<file path="config.mk">
export PLATFORM = sky130hd
export DESIGN_NAME = ddsm_seg_acc
export DESIGN_NICKNAME = d
export VERILOG_FILES = /design/src/rtl/ddsm_seg_acc_pkg.sv /design/src/rtl/ddsm_seg_add.sv /design/src/rtl/ddsm_seg_acc.sv
export SDC_FILE = /design/constraint.sdc
export NUM_CORES = 1
export LEC_CHECK = 0
export ABC_AREA = 1
export CAP_MARGIN = 10
export CELL_PAD_IN_SITES_DETAIL_PLACEMENT = 1
export CELL_PAD_IN_SITES_GLOBAL_PLACEMENT = 2
export CORE_ASPECT_RATIO = 1.1
export CORE_MARGIN = 2
export CORE_UTILIZATION = 25
export DETAILED_ROUTE_END_ITERATION = 10
export GPL_TIMING_DRIVEN = 0
export PLACE_DENSITY = 0.9
export SLEW_MARGIN = 30
export SYNTH_ARGS = -nofsm -noshare
export SYNTH_HDL_FRONTEND = slang
export SYNTH_SLANG_ARGS = --single-unit
</file>
<file path="constraint.sdc">
create_clock -name i_clk -period 2.3 [get_ports i_clk]
set_clock_uncertainty 0.05 [all_clocks]
set_input_delay 0.575 -clock i_clk [delete_from_list [all_inputs] [get_ports i_clk]]
set_output_delay 0.575 -clock i_clk [all_outputs]
set_load 0.01 [all_outputs]
</file>
<file path="src/rtl/ddsm_seg_acc_pkg.sv">
// Shared constants for the segmented MASH DDSM: segment geometry and the
// inter-segment skew that the skew stage and the accumulators must agree on.
package ddsm_seg_acc_pkg;

  localparam int SEG_W = 8;
  localparam int NSEG  = 3;
  localparam int ACC_W = SEG_W * NSEG;

  // Cycles each segment trails the LSB; equals the carry latency per segment.
  localparam int SKEW_LSB = 0;
  localparam int SKEW_ISB = 1;
  localparam int SKEW_MSB = 2;

  typedef enum logic [1:0] {
    SEG_LSB = 2'd0,
    SEG_ISB = 2'd1,
    SEG_MSB = 2'd2
  } seg_idx_e;

  function automatic int seg_skew(input seg_idx_e idx);
    case (idx)
      SEG_LSB: return SKEW_LSB;
      SEG_ISB: return SKEW_ISB;
      default: return SKEW_MSB;
    endcase
  endfunction

endpackage

</file>
<file path="src/rtl/ddsm_seg_add.sv">
// One accumulator segment: registered P_SEG_W-bit adder with carry in/out and
// synchronous reset/clear.
module ddsm_seg_add
  import ddsm_seg_acc_pkg::*;
#(
  parameter int P_SEG_W = SEG_W
) (
  input  logic               i_clk,
  input  logic               i_rst,
  input  logic               i_clr,
  input  logic [P_SEG_W-1:0] i_add,
  input  logic               i_ci,
  output logic [P_SEG_W-1:0] o_acc,
  output logic               o_co
);

  logic [P_SEG_W-1:0] r_acc;
  logic               r_co;
  logic [P_SEG_W:0]   w_sum;

  assign w_sum = {1'b0, r_acc} + {1'b0, i_add} + {{P_SEG_W{1'b0}}, i_ci};

  always_ff @(posedge i_clk) begin
    if (i_rst || i_clr) begin
      r_acc <= '0;
      r_co  <= 1'b0;
    end else begin
      {r_co, r_acc} <= w_sum;
    end
  end

  assign o_acc = r_acc;
  assign o_co  = r_co;

endmodule

</file>
<file path="src/rtl/ddsm_seg_acc.sv">
// First MASH accumulator stage on a skewed segmented word; carries between
// segments are registered so the input skew lines up with the carry latency.
module ddsm_seg_acc
  import ddsm_seg_acc_pkg::*;
#(
  parameter int P_SEG_W = SEG_W
) (
  input  logic               i_clk,
  input  logic               i_rst,
  input  logic               i_clr,
  input  logic [P_SEG_W-1:0] i_lsb,
  input  logic [P_SEG_W-1:0] i_isb,
  input  logic [P_SEG_W-1:0] i_msb,
  output logic [P_SEG_W-1:0] o_res_lsb,
  output logic [P_SEG_W-1:0] o_res_isb,
  output logic [P_SEG_W-1:0] o_res_msb,
  output logic               o_carry
);

  logic [NSEG-1:0][P_SEG_W-1:0] w_seg_in;
  logic [NSEG-1:0][P_SEG_W-1:0] w_acc;
  logic [NSEG-1:0]              w_ci;
  logic [NSEG-1:0]              w_co;

  assign w_seg_in = {i_msb, i_isb, i_lsb};
  // Each segment's carry-in is the registered carry-out of the one below.
  assign w_ci     = {w_co[NSEG-2:0], 1'b0};

  generate
    for (genvar g = 0; g < NSEG; g++) begin : g_seg
      ddsm_seg_add #(.P_SEG_W(P_SEG_W)) u_seg (
        .i_clk (i_clk),
        .i_rst (i_rst),
        .i_clr (i_clr),
        .i_add (w_seg_in[g]),
        .i_ci  (w_ci[g]),
        .o_acc (w_acc[g]),
        .o_co  (w_co[g])
      );
    end
  endgenerate

  assign o_res_lsb = w_acc[SEG_LSB];
  assign o_res_isb = w_acc[SEG_ISB];
  assign o_res_msb = w_acc[SEG_MSB];
  assign o_carry   = w_co[SEG_MSB];

endmodule

</file>
Word-level counts from Yosys, hierarchy flattened
Cells that the tools add are included.

word-level totals
  bits in registers = 27
  bits in latches = 0
  bits in writable memories = 0
  ROM bits = 0
  bits of input ports = 27
  output and inout port bits = 25
  memories kept = 0

operators by class
  add/subtract/negate cells = 5
  multipliers = 0
  divide/modulo/power cells = 0
  magnitude comparators = 0
  eq/ne operators = 0
  shift operators = 0
  muxes and demuxes = 0
  bitwise gates (word level) = 0
  reductions and logical operators = 1

operator list
  cell                count
  $add A8 B8 Y9       3
  $add A9 B1 Y9       2
  $logic_or A1 B1 Y1  1

Logic depth before layout (Yosys ltp)
Gate-level depths: netlist of run 1.

  word-level depth = 2
  mapped depth = 9
  gate-level depth less buffers = 9

Hierarchy
A second synthesis of run 1 with hierarchy kept.

second synthesis, totals
  cell total of the unflattened synthesis = 254
  area, all modules = 1826.8 um^2

modules (own cells, without submodules)
  module                              instances  cells an instance  area an instance (um^2)  sequential area each (um^2)
  ddsm_seg_add at g_seg[1].u_seg ...  2          85                 606.8                    180.2
  ddsm_seg_add at g_seg[0].u_seg      1          83                 609.3                    180.2
  ddsm_seg_acc                        1          1                  3.8                      0.0

Worst setup path before layout of run 1
Ideal clock, no wire load.

  path type = in2reg
  from = in i_isb[0]
  to = reg g_seg[1].u_seg.r_acc[6]
  setup time = 115 ps
  data arrival time = 1808 ps
  setup slack = 327 ps
  cell stages on the path = 8
  path buffers = 0
  cell sequence = fa_1 -> fa_1 -> nand2_1 -> nand2_1 -> nand3_1 -> nand3_1 -> nand2_1 -> nor2_1

on the way
  cells in the longest elaborated chain, start to end = 2

RTL lines
  what                    line                source
  start: declaration      ddsm_seg_acc.sv:12  input logic [P_SEG_W-1:0] i_isb,
  $add A8 B8 Y9           ddsm_seg_add.sv:21  assign w_sum = {1'b0, r_acc} + {1'b0, i_add} + {{P_SEG_W{1'b0}}, i_ci};
  $add A9 B1 Y9           ddsm_seg_add.sv:21
  end signal: assignment  ddsm_seg_add.sv:28  {r_co, r_acc} <= w_sum;
  end: declaration        ddsm_seg_add.sv:17  logic [P_SEG_W-1:0] r_acc;

No other way between the ends.
A chain may end at the register's enable or synchronous reset.

Worst setup path in the final report of run 1
Same ends and word-level chain as after synthesis.

==> reports/metrics.yaml, run 1 <==
finalCriticalPeriod_ns: 2.19
crit_path_end_kind: "flop"
maxSlewHeadroom_pct: 77.3
r2r_start: "g_seg[1].u_seg.o_acc[0]$_SDFF_PP0_"
ir_worst_vdd_mv: 0.216
synth.area.mux_share_pct: 0
setup.worst_path.start: "i_isb[0]"
powerDensity_nw_per_um2: 494
nets: 360
worstPathCellList: "clkdlybuf4s50_1, fa_2, fa_1, nand2_1, nand2_1, nand3_2, nand3_1, nand2_1, nor2_1"
worst_hold_slack_ns: 0.579
drt_first_iter_violations: 51
start_util_pct: 25.4
rrSetupSlack_ns: 0.55
hold_viol_final: 0
synthAdderAreaFrac_pct: 21.3
crit_path_end: "g_seg[1].u_seg.o_acc[6]$_SDFF_PP0_"
grt_pass1_wl_microns: 7580
ys.flop_type: "dfxtp_1"
cts.path.max_buffers: 2
fin_util_pct: 35.2
crit_family: "adder cells"
gp_congestion: 0.786
setup-tns-final_ns: 0
crit_buf_inv: 1
numClockSinks: 27
synth_edf_count: 0
wirelength_microns: 4330
hold_class: "reg -> reg"
rows: 32
grt.total_usage_pct: 11.9
vias: 1696
grt_pass1_vias: 1749
stdcell_area_sq_um: 2440
final_common_cell: "nand2_1"
synth_top_area_share_pct: 30.7
place_ws_ns: -0.322
ys_types: 18
grt_overflow_total: 0
netlist_instances: 250
setup_violations: 0
worstSetupPathType: "in -> reg"
crit_path_frequent_cell: "nand2_1"
yosysTopAreaCell: "dfxtp_1"
worstPathRequired_ns: 2.43
setup_slack_ns: 0.111
critPathMaxStageDelay_ns: 0.44
cts_root_buf: "clkbuf_8"
grt_setup_unrepaired: "no"
ys_ff_latch: 27
core_area_sq_um: 6930
worstSkewPairLatency_ns: 0.27
vias_per_cell: 4.35
pin_count: 52
area_growth_pct: 38.3
die_y_microns: 92.0
synth-xor-area-share_pct: 0
die_area_sq_um: 7740
layout-drive-gt1-share_pct: 5.57
holdBufCountCts: 0
fillCellCount: 877
r2r_cells: 8
cts_buffers: 3
ys_seq_area_share_pct: 30.7
htree_levels: 1
port_buffers: 51
tightest_slew_ns: 0.340
num_antenna_cells: 0
final_antenna_net_count: 0
antenna_found_initial: 0
synth_top_family_by_area: "simple AND/OR/NAND/NOR gates"
wire_per_inst_microns: 11.1
maxCapViolations: 0
netlist_area_sq_um: 1760
yosysWarnings: 0
status: "finished clean"
synth_compound_area_share_pct: 6.11
yosys-top-cells-area: "dfxtp_1 (31%), ha_1 (16%), nand2_1 (14%), nor2_1 (9.4%), inv_1 (7.2%)"
worst-path-stages: 9
dp_cells: 386
fin_crit_sh_pct: 95.2
layout_common_cells: "nand2_1 (64), clkdlybuf4s50_1 (51), nor2_1 (44), inv_1 (34), dfxtp_1 (27)"
cts_tree: "done"
final_cells: 390
clk_pin_slew_ns: 0.10
cp_data_arrival_time_ns: 2.32
drc: 0
dr.pass1.iters: 4
p_total_mw: 1.20
yosys.area_share.simple_pct: 34.0
hpwl_microns: 3570
cp_slowest_cell: "clkdlybuf4s50_1"
max_freq_mhz: 457
p_leak_nw: 1.18
start_kind: "input port"
grt_max_degree: 15
slew_viol_final: 0
chipWidth_microns: 84.0
synthArstFlopShare_pct: 0
avgSynthCellArea_sq_um: 7.05
place_area_sq_um: 2380
reg2reg_to: "g_seg[1].u_seg.o_acc[6]$_SDFF_PP0_"
post-cts-setup-buffers: 0
crit_fanout: 4
synth_nets: 304
cells by family (layout without fill, tap and decap cells):
| logic type | after synthesis | after routing |
|---|---|---|
| simple gates | 139 | 139 |
| buf+inv | 36 | 91 |
| fa+ha+maj | 27 | 27 |
| compound gates | 21 | 21 |
| flops | 27 | 27 |
worst register-to-register path, delay by kind of cell (launching register included):
kind	cells	cell delay, ns
simple gates	6	0.48
fa+ha+maj	2	0.78
flops	1	0.34
sequential cells by signal, summed over array words and instances, names as in the netlist:
signal,count
g_seg.u_seg.o_acc,24
g_seg.u_seg.o_co,3
cell type report:
type | instances | area (sq um) | share of cell area (%)
sequential | 27 | 541 | 22.2
timing repair buffer | 51 | 510 | 21.0
clock buffer | 4 | 45.0 | 1.85
buffer | 1 | 7.51 | 0.308
inverter | 35 | 131 | 5.39
tap | 85 | 106 | 4.37
multi-input combinational | 187 | 1090 | 44.9
synthesized netlist by cell type (2+ instances only):
cell type,count
a21oi_1,20
fa_1,5
nor2_1,44
nand3_1,15
inv_1,34
nand2_2,3
or2_1,3
nand2_1,64
and2_1,2
ha_1,22
and2_4,3
dfxtp_1,27
nand3b_1,3
power by group:
part           leakage, nW  internal (mW)  switching (mW)
combinational        0.937          0.196           0.201
sequential           0.222          0.499          0.0195
clock               0.0228          0.124           0.164
worst min path at each step:
stage,startpoint,to,slack (ns),cells after the start
after CTS,g_seg[0].u_seg.o_acc[0]$_SDFF_PP0_,g_seg[0].u_seg.o_acc[0]$_SDFF_PP0_,0.60,3
after global placement,g_seg[0].u_seg.o_acc[0]$_SDFF_PP0_,g_seg[0].u_seg.o_acc[0]$_SDFF_PP0_,0.52,3
after global routing,g_seg[0].u_seg.o_acc[0]$_SDFF_PP0_,g_seg[0].u_seg.o_acc[0]$_SDFF_PP0_,0.64,3
after floorplan,g_seg[0].u_seg.o_co$_SDFF_PP0_,g_seg[1].u_seg.o_acc[0]$_SDFF_PP0_,0.54,3
final,g_seg[0].u_seg.o_acc[0]$_SDFF_PP0_,g_seg[0].u_seg.o_acc[0]$_SDFF_PP0_,0.58,3
after detailed placement,g_seg[0].u_seg.o_acc[0]$_SDFF_PP0_,g_seg[0].u_seg.o_acc[0]$_SDFF_PP0_,0.57,3
repair_timing:
| item | 4_1_cts | 5_1_grt |
|---|---|---|
| resized for setup | 1 | 3 |
| setup endpoints to repair | 1 | 2 |
| endpoints found under the hold margin | 0 | 0 |
metal layers:
metal	vias to the layer above	track usage [%]	share of wire (%)
met5	-	0	0
met3	2	1.71	3.0
met1	775	15.3	47
li1	889	-	-
met2	30	20.9	49
met4	0	2.82	0.69
Power figures use the tool's default switching activity.
==> run 2: changes to the inputs <==
--- a/config.mk
+++ b/config.mk
@@ -11,10 +11,10 @@
 export CELL_PAD_IN_SITES_GLOBAL_PLACEMENT = 2
 export CORE_ASPECT_RATIO = 1.1
 export CORE_MARGIN = 2
-export CORE_UTILIZATION = 25
+export CORE_UTILIZATION = 23
 export DETAILED_ROUTE_END_ITERATION = 10
 export GPL_TIMING_DRIVEN = 0
-export PLACE_DENSITY = 0.9
+export PLACE_DENSITY = 0.87
 export SLEW_MARGIN = 30
 export SYNTH_ARGS = -nofsm -noshare
 export SYNTH_HDL_FRONTEND = slang
==> constraint.sdc (replaced) <==
create_clock -name i_clk -period 2 [get_ports i_clk]
set_clock_uncertainty 0.05 [all_clocks]
set_input_delay 0.5 -clock i_clk [delete_from_list [all_inputs] [get_ports i_clk]]
set_output_delay 0.5 -clock i_clk [all_outputs]
set_load 0.01 [all_outputs]
==> run 2 against run 1 <==
Net effect: core utilization decreased by 2.2 points; worst setup slack gained 0.018 ns; cell count increased by 0.51%; global-route usage fell by 0.48 points; total power grew 16%; register-to-register slack worse by 0.32 ns; worst hold slack about the same; routed wire length is 3.8% higher; sequential cell count unchanged; first-iteration DRC count decreased by 16%; sequential power grew 15%; critical endpoint is now g_seg[0].u_seg.o_acc[6]$_SDFF_PP0_; largest cell class unchanged; highest routed layer unchanged.
==> reports/metrics.yaml, run 2 (same netlist as run 1, synthesis figures left out) <==
final_antenna_net_count: 0
setup_slack_ns: 0.129
p_total_mw: 1.40
die_y_microns: 95.8
grt_pass1_wl_microns: 7680
nets: 360
fin_crit_sh_pct: 93.6
area_growth_pct: 39.3
port_buffers: 51
grtUsageMet2_pct: 20.3
seqCellArea_sq_um: 541
ir_worst_vdd_mv: 0.263
vias: 1698
hold_viol_final: 0
cts_tree: "done"
grt_setup_unrepaired: "no"
pin_count: 52
cp_data_arrival_time_ns: 2.05
dp_cells: 388
maxSlewHeadroom_pct: 79.7
rows: 33
grt_max_degree: 17
crit_fanout: 3
num_antenna_cells: 0
fillCellCount: 922
worstSetupPathType: "in -> reg"
tightest_slew_ns: 0.304
crit_path_end_kind: "flop"
status: "finished clean"
grt_busiest_layer: "met2"
powerDensity_nw_per_um2: 569
core_area_sq_um: 7430
worstPathRequired_ns: 2.18
chipWidth_microns: 87.4
antenna_found_initial: 0
setup_violations: 0
layout_common_cells: "nand2_1 (61), clkdlybuf4s50_1 (49), nor2_1 (44), inv_1 (34), dfxtp_1 (27)"
vias_per_cell: 4.33
die_area_sq_um: 8380
largest_register_ffs: 24
slew_viol_final: 0
numClockSinks: 27
grt_overflow_total: 0
gp_congestion: 0.724
stdcell_area_sq_um: 2450
cts_root_buf: "clkbuf_8"
place_area_sq_um: 2380
htree_levels: 1
hold_class: "reg -> reg"
grt_pass1_vias: 1782
layout-drive-gt1-share_pct: 7.21
grt.total_usage_pct: 11.4
wirelength_microns: 4500
cts.path.max_buffers: 2
p_leak_nw: 1.19
wire_per_inst_microns: 11.5
max_freq_mhz: 534
hpwl_microns: 3650
worstSkewPairLatency_ns: 0.28
drc: 0
dr.pass1.iters: 4
grtUsageMet1_pct: 14.1
use_met3_pct: 2.92
place_ws_ns: -0.580
finalCriticalPeriod_ns: 1.87
start_util_pct: 23.7
start_kind: "input port"
clk_pin_slew_ns: 0.11
post-cts-setup-buffers: 0
multi_input_area_sq_um: 1100
final_cells: 392
drt_first_iter_violations: 43
final_common_cell: "nand2_1"
cts_buffers: 3
maxCapViolations: 0
==> run 2: report_power, final <==
group | switching (mW) | internal [mW]
Sequential | 0.0234 | 0.574
Clock | 0.198 | 0.142
Combinational | 0.233 | 0.227
Total | 0.454 | 0.943
==> run 2: final cells by class <==
type | instances | share of cell area, %
buffer | 1 | 0.306
clock buffer | 3 | 1.68
clock inverter | 1 | 0.306
inverter | 35 | 5.35
multi-input combinational | 187 | 45.0
sequential | 27 | 22.0
tap | 87 | 4.44
timing repair buffer | 51 | 20.9
==> run 2: worst paths after layout <==
kind / cells after the start / slack, ns / end / startpoint
setup / recovery: 10 / 0.13 / g_seg[0].u_seg.o_acc[6]$_SDFF_PP0_ / i_lsb[0]
hold / removal: 3 / 0.58 / g_seg[0].u_seg.o_acc[0]$_SDFF_PP0_ / g_seg[0].u_seg.o_acc[0]$_SDFF_PP0_
setup reg to reg: 9 / 0.23 / g_seg[2].u_seg.o_acc[6]$_SDFF_PP0_ / g_seg[1].u_seg.o_co$_SDFF_PP0_
hold reg to reg: 3 / 0.58 / g_seg[0].u_seg.o_acc[0]$_SDFF_PP0_ / g_seg[0].u_seg.o_acc[0]$_SDFF_PP0_
==> run 2: per-layer routing <==
metal | wire [microns] | vias to the layer above
met2 | 2100 | 37
li1 | - | 890
met1 | 2150 | 769
met5 | 0 | -
met4 | 24 | 0
met3 | 226 | 2
==> run 2: repair_timing <==
item	in CTS	in global routing
resized for setup	8	2
setup endpoints to repair	6	1
pin swaps	3	2
cloned	0	0
hold buffers	0	0
==> run 2: worst max-delay path, stage by stage <==
cell	delay (ns)
clkdlybuf4s50_1	0.40
ha_1	0.23
fa_1	0.39
nand2_1	0.11
nand2_1	0.07
nand3_1	0.07
nand2_1	0.09
nand2_1	0.07
nand2_1	0.04
nor2_1	0.08
==> run 2: per-stage QoR <==
step / utilization (%) / setup TNS, ns / hold WS (ns)
final: 33.0 / 0 / 0.579
after global routing: 33.0 / 0 / 0.650
after CTS: 32.9 / 0 / 0.583
after detailed placement: 32.0 / -4.72 / 0.555
after global placement: 32.0 / -4.12 / 0.521
after floorplan: - / 0 / 0.538
==> run 3: changes to the inputs <==
--- a/config.mk
+++ b/config.mk
@@ -14,7 +14,7 @@
 export CORE_UTILIZATION = 23
 export DETAILED_ROUTE_END_ITERATION = 10
 export GPL_TIMING_DRIVEN = 0
-export PLACE_DENSITY = 0.87
+export PLACE_DENSITY_LB_ADDON = 0.2
 export SLEW_MARGIN = 30
 export SYNTH_ARGS = -nofsm -noshare
 export SYNTH_HDL_FRONTEND = slang
==> run 3 against run 2 <==
Net effect: non-clock buffer count increased by 2; die area unchanged; routed wire length decreased by 3.7%; worst setup slack improved by 0.035 ns; core utilization increased by 0.22 points; critical endpoint unchanged; largest cell class unchanged; largest power group unchanged.
==> reports/metrics.yaml, run 3 (same netlist as run 1, synthesis figures left out) <==
cts.path.max_buffers: 2
antenna_found_initial: 0
fin_crit_sh_pct: 91.8
grt_overflow_total: 0
crit_fanout: 3
slew_viol_final: 0
grt_pass1_wl_microns: 7080
fin_util_pct: 33.2
wirelength_microns: 4330
dr.pass1.iters: 4
crit_path_end_kind: "flop"
place_ws_ns: -0.504
rrSetupSlack_ns: 0.31
vias: 1697
cp_data_arrival_time_ns: 2.01
ir_worst_vdd_mv: 0.249
port_buffers: 51
chipWidth_microns: 87.4
worstSetupPathType: "in -> reg"
setup-tns-final_ns: 0
finalCriticalPeriod_ns: 1.84
pin_count: 52
final_cells: 394
drt_first_iter_violations: 33
setup_violations: 0
wire_per_inst_microns: 11.0
largest_register_ffs: 24
hold_viol_final: 0
nets: 362
gp_congestion: 0.723
area_growth_pct: 40.2
worstSkewPairLatency_ns: 0.28
layout_common_cells: "nand2_1 (60), clkdlybuf4s50_1 (49), nor2_1 (44), inv_1 (34), dfxtp_1 (27)"
drc: 0
vias_per_cell: 4.31
worstPathCellList: "clkdlybuf4s50_1, ha_1, fa_2, nand2_1, nand2_1, nand3_1, nand2_1, nand2_1, nand2_1, nor2_1"
grt_setup_unrepaired: "no"
die_area_sq_um: 8380
start_util_pct: 23.7
layout-drive-gt1-share_pct: 8.14
p_leak_nw: 1.21
cts_root_buf: "clkbuf_8"
critPathMaxStageDelay_ns: 0.40
dp_cells: 388
reg2reg_to: "g_seg[2].u_seg.o_acc[4]$_SDFF_PP0_"
p_total_mw: 1.39
status: "finished clean"
cp_slowest_cell: "clkdlybuf4s50_1"
rows: 33
grt_pass1_vias: 1624
start_kind: "input port"
final_antenna_net_count: 0
powerDensity_nw_per_um2: 562
maxSlewHeadroom_pct: 79.2
grt.total_usage_pct: 10.8
crit_path_frequent_cell: "nand2_1"
die_y_microns: 95.8
grt_max_degree: 16
setup_slack_ns: 0.164
hold_class: "reg -> reg"
hpwl_microns: 3560
htree_levels: 1
max_freq_mhz: 545
r2r_cells: 8
numClockSinks: 27
clk_pin_slew_ns: 0.11
cts_tree: "done"
cts_buffers: 3
num_antenna_cells: 0
setup.worst_path.start: "i_lsb[0]"
tightest_slew_ns: 0.311
r2r_start: "g_seg[2].u_seg.o_acc[0]$_SDFF_PP0_"
worstPathRequired_ns: 2.18
final_common_cell: "nand2_1"
maxCapViolations: 0
crit_path_end: "g_seg[0].u_seg.o_acc[6]$_SDFF_PP0_"
core_area_sq_um: 7430
run 3: timing repair:
item / 4_1_cts / 5_1_grt
hold buffers: 0 / 0
resized for setup: 7 / 4
buffers inserted: 0 / 2
pin swaps: 2 / 2
setup endpoints to repair: 6 / 5
run 3: area by class of cell:
type	instances	area [sq um]
repair buffers	53	531
fillers	933	4960
well taps	87	109
plain buffers	1	7.51
multi-input cells	187	1100
inverters	35	131
clock buffers	3	41.3
clock inverters	1	5.00
flip-flops and latches	27	541
run 3: power by group:
group          switching (mW)  internal [mW]
sequential             0.0220          0.574
combinational           0.229          0.229
clock                   0.196          0.140
total                   0.446          0.943
run 3: critical path: cells and delay by family:
kind                     cells  cell delay, ns
adder cells (fa/ha/maj)      2            0.57
buffers and inverters        1            0.40
AND/OR/NAND/NOR              7            0.53
run 3: per-layer routing:
layer,GRT usage (%),routed length (microns)
met1,13.9,2120
met2,18.7,2010
met3,1.46,161
met4,3.08,37
met5,0,0
run 3: worst min-delay path by stage:
stage / start / to / slack, ns / cells past startpoint
floorplan: g_seg[0].u_seg.o_co$_SDFF_PP0_ / g_seg[1].u_seg.o_acc[0]$_SDFF_PP0_ / 0.54 / 3
global placement: g_seg[0].u_seg.o_acc[0]$_SDFF_PP0_ / g_seg[0].u_seg.o_acc[0]$_SDFF_PP0_ / 0.52 / 3
detailed placement: g_seg[0].u_seg.o_acc[0]$_SDFF_PP0_ / g_seg[0].u_seg.o_acc[0]$_SDFF_PP0_ / 0.53 / 3
CTS: g_seg[0].u_seg.o_acc[0]$_SDFF_PP0_ / g_seg[0].u_seg.o_acc[0]$_SDFF_PP0_ / 0.56 / 3
global route: g_seg[0].u_seg.o_acc[0]$_SDFF_PP0_ / g_seg[0].u_seg.o_acc[0]$_SDFF_PP0_ / 0.60 / 3
finish: g_seg[0].u_seg.o_acc[0]$_SDFF_PP0_ / g_seg[0].u_seg.o_acc[0]$_SDFF_PP0_ / 0.55 / 3
run 3: stage by stage:
step	cell area, sq um	hold WS, ns
floorplan	1760	0.538
global placement	2380	0.519
detailed placement	2380	0.529
CTS	2440	0.558
global route	2470	0.601
finish	2470	0.547
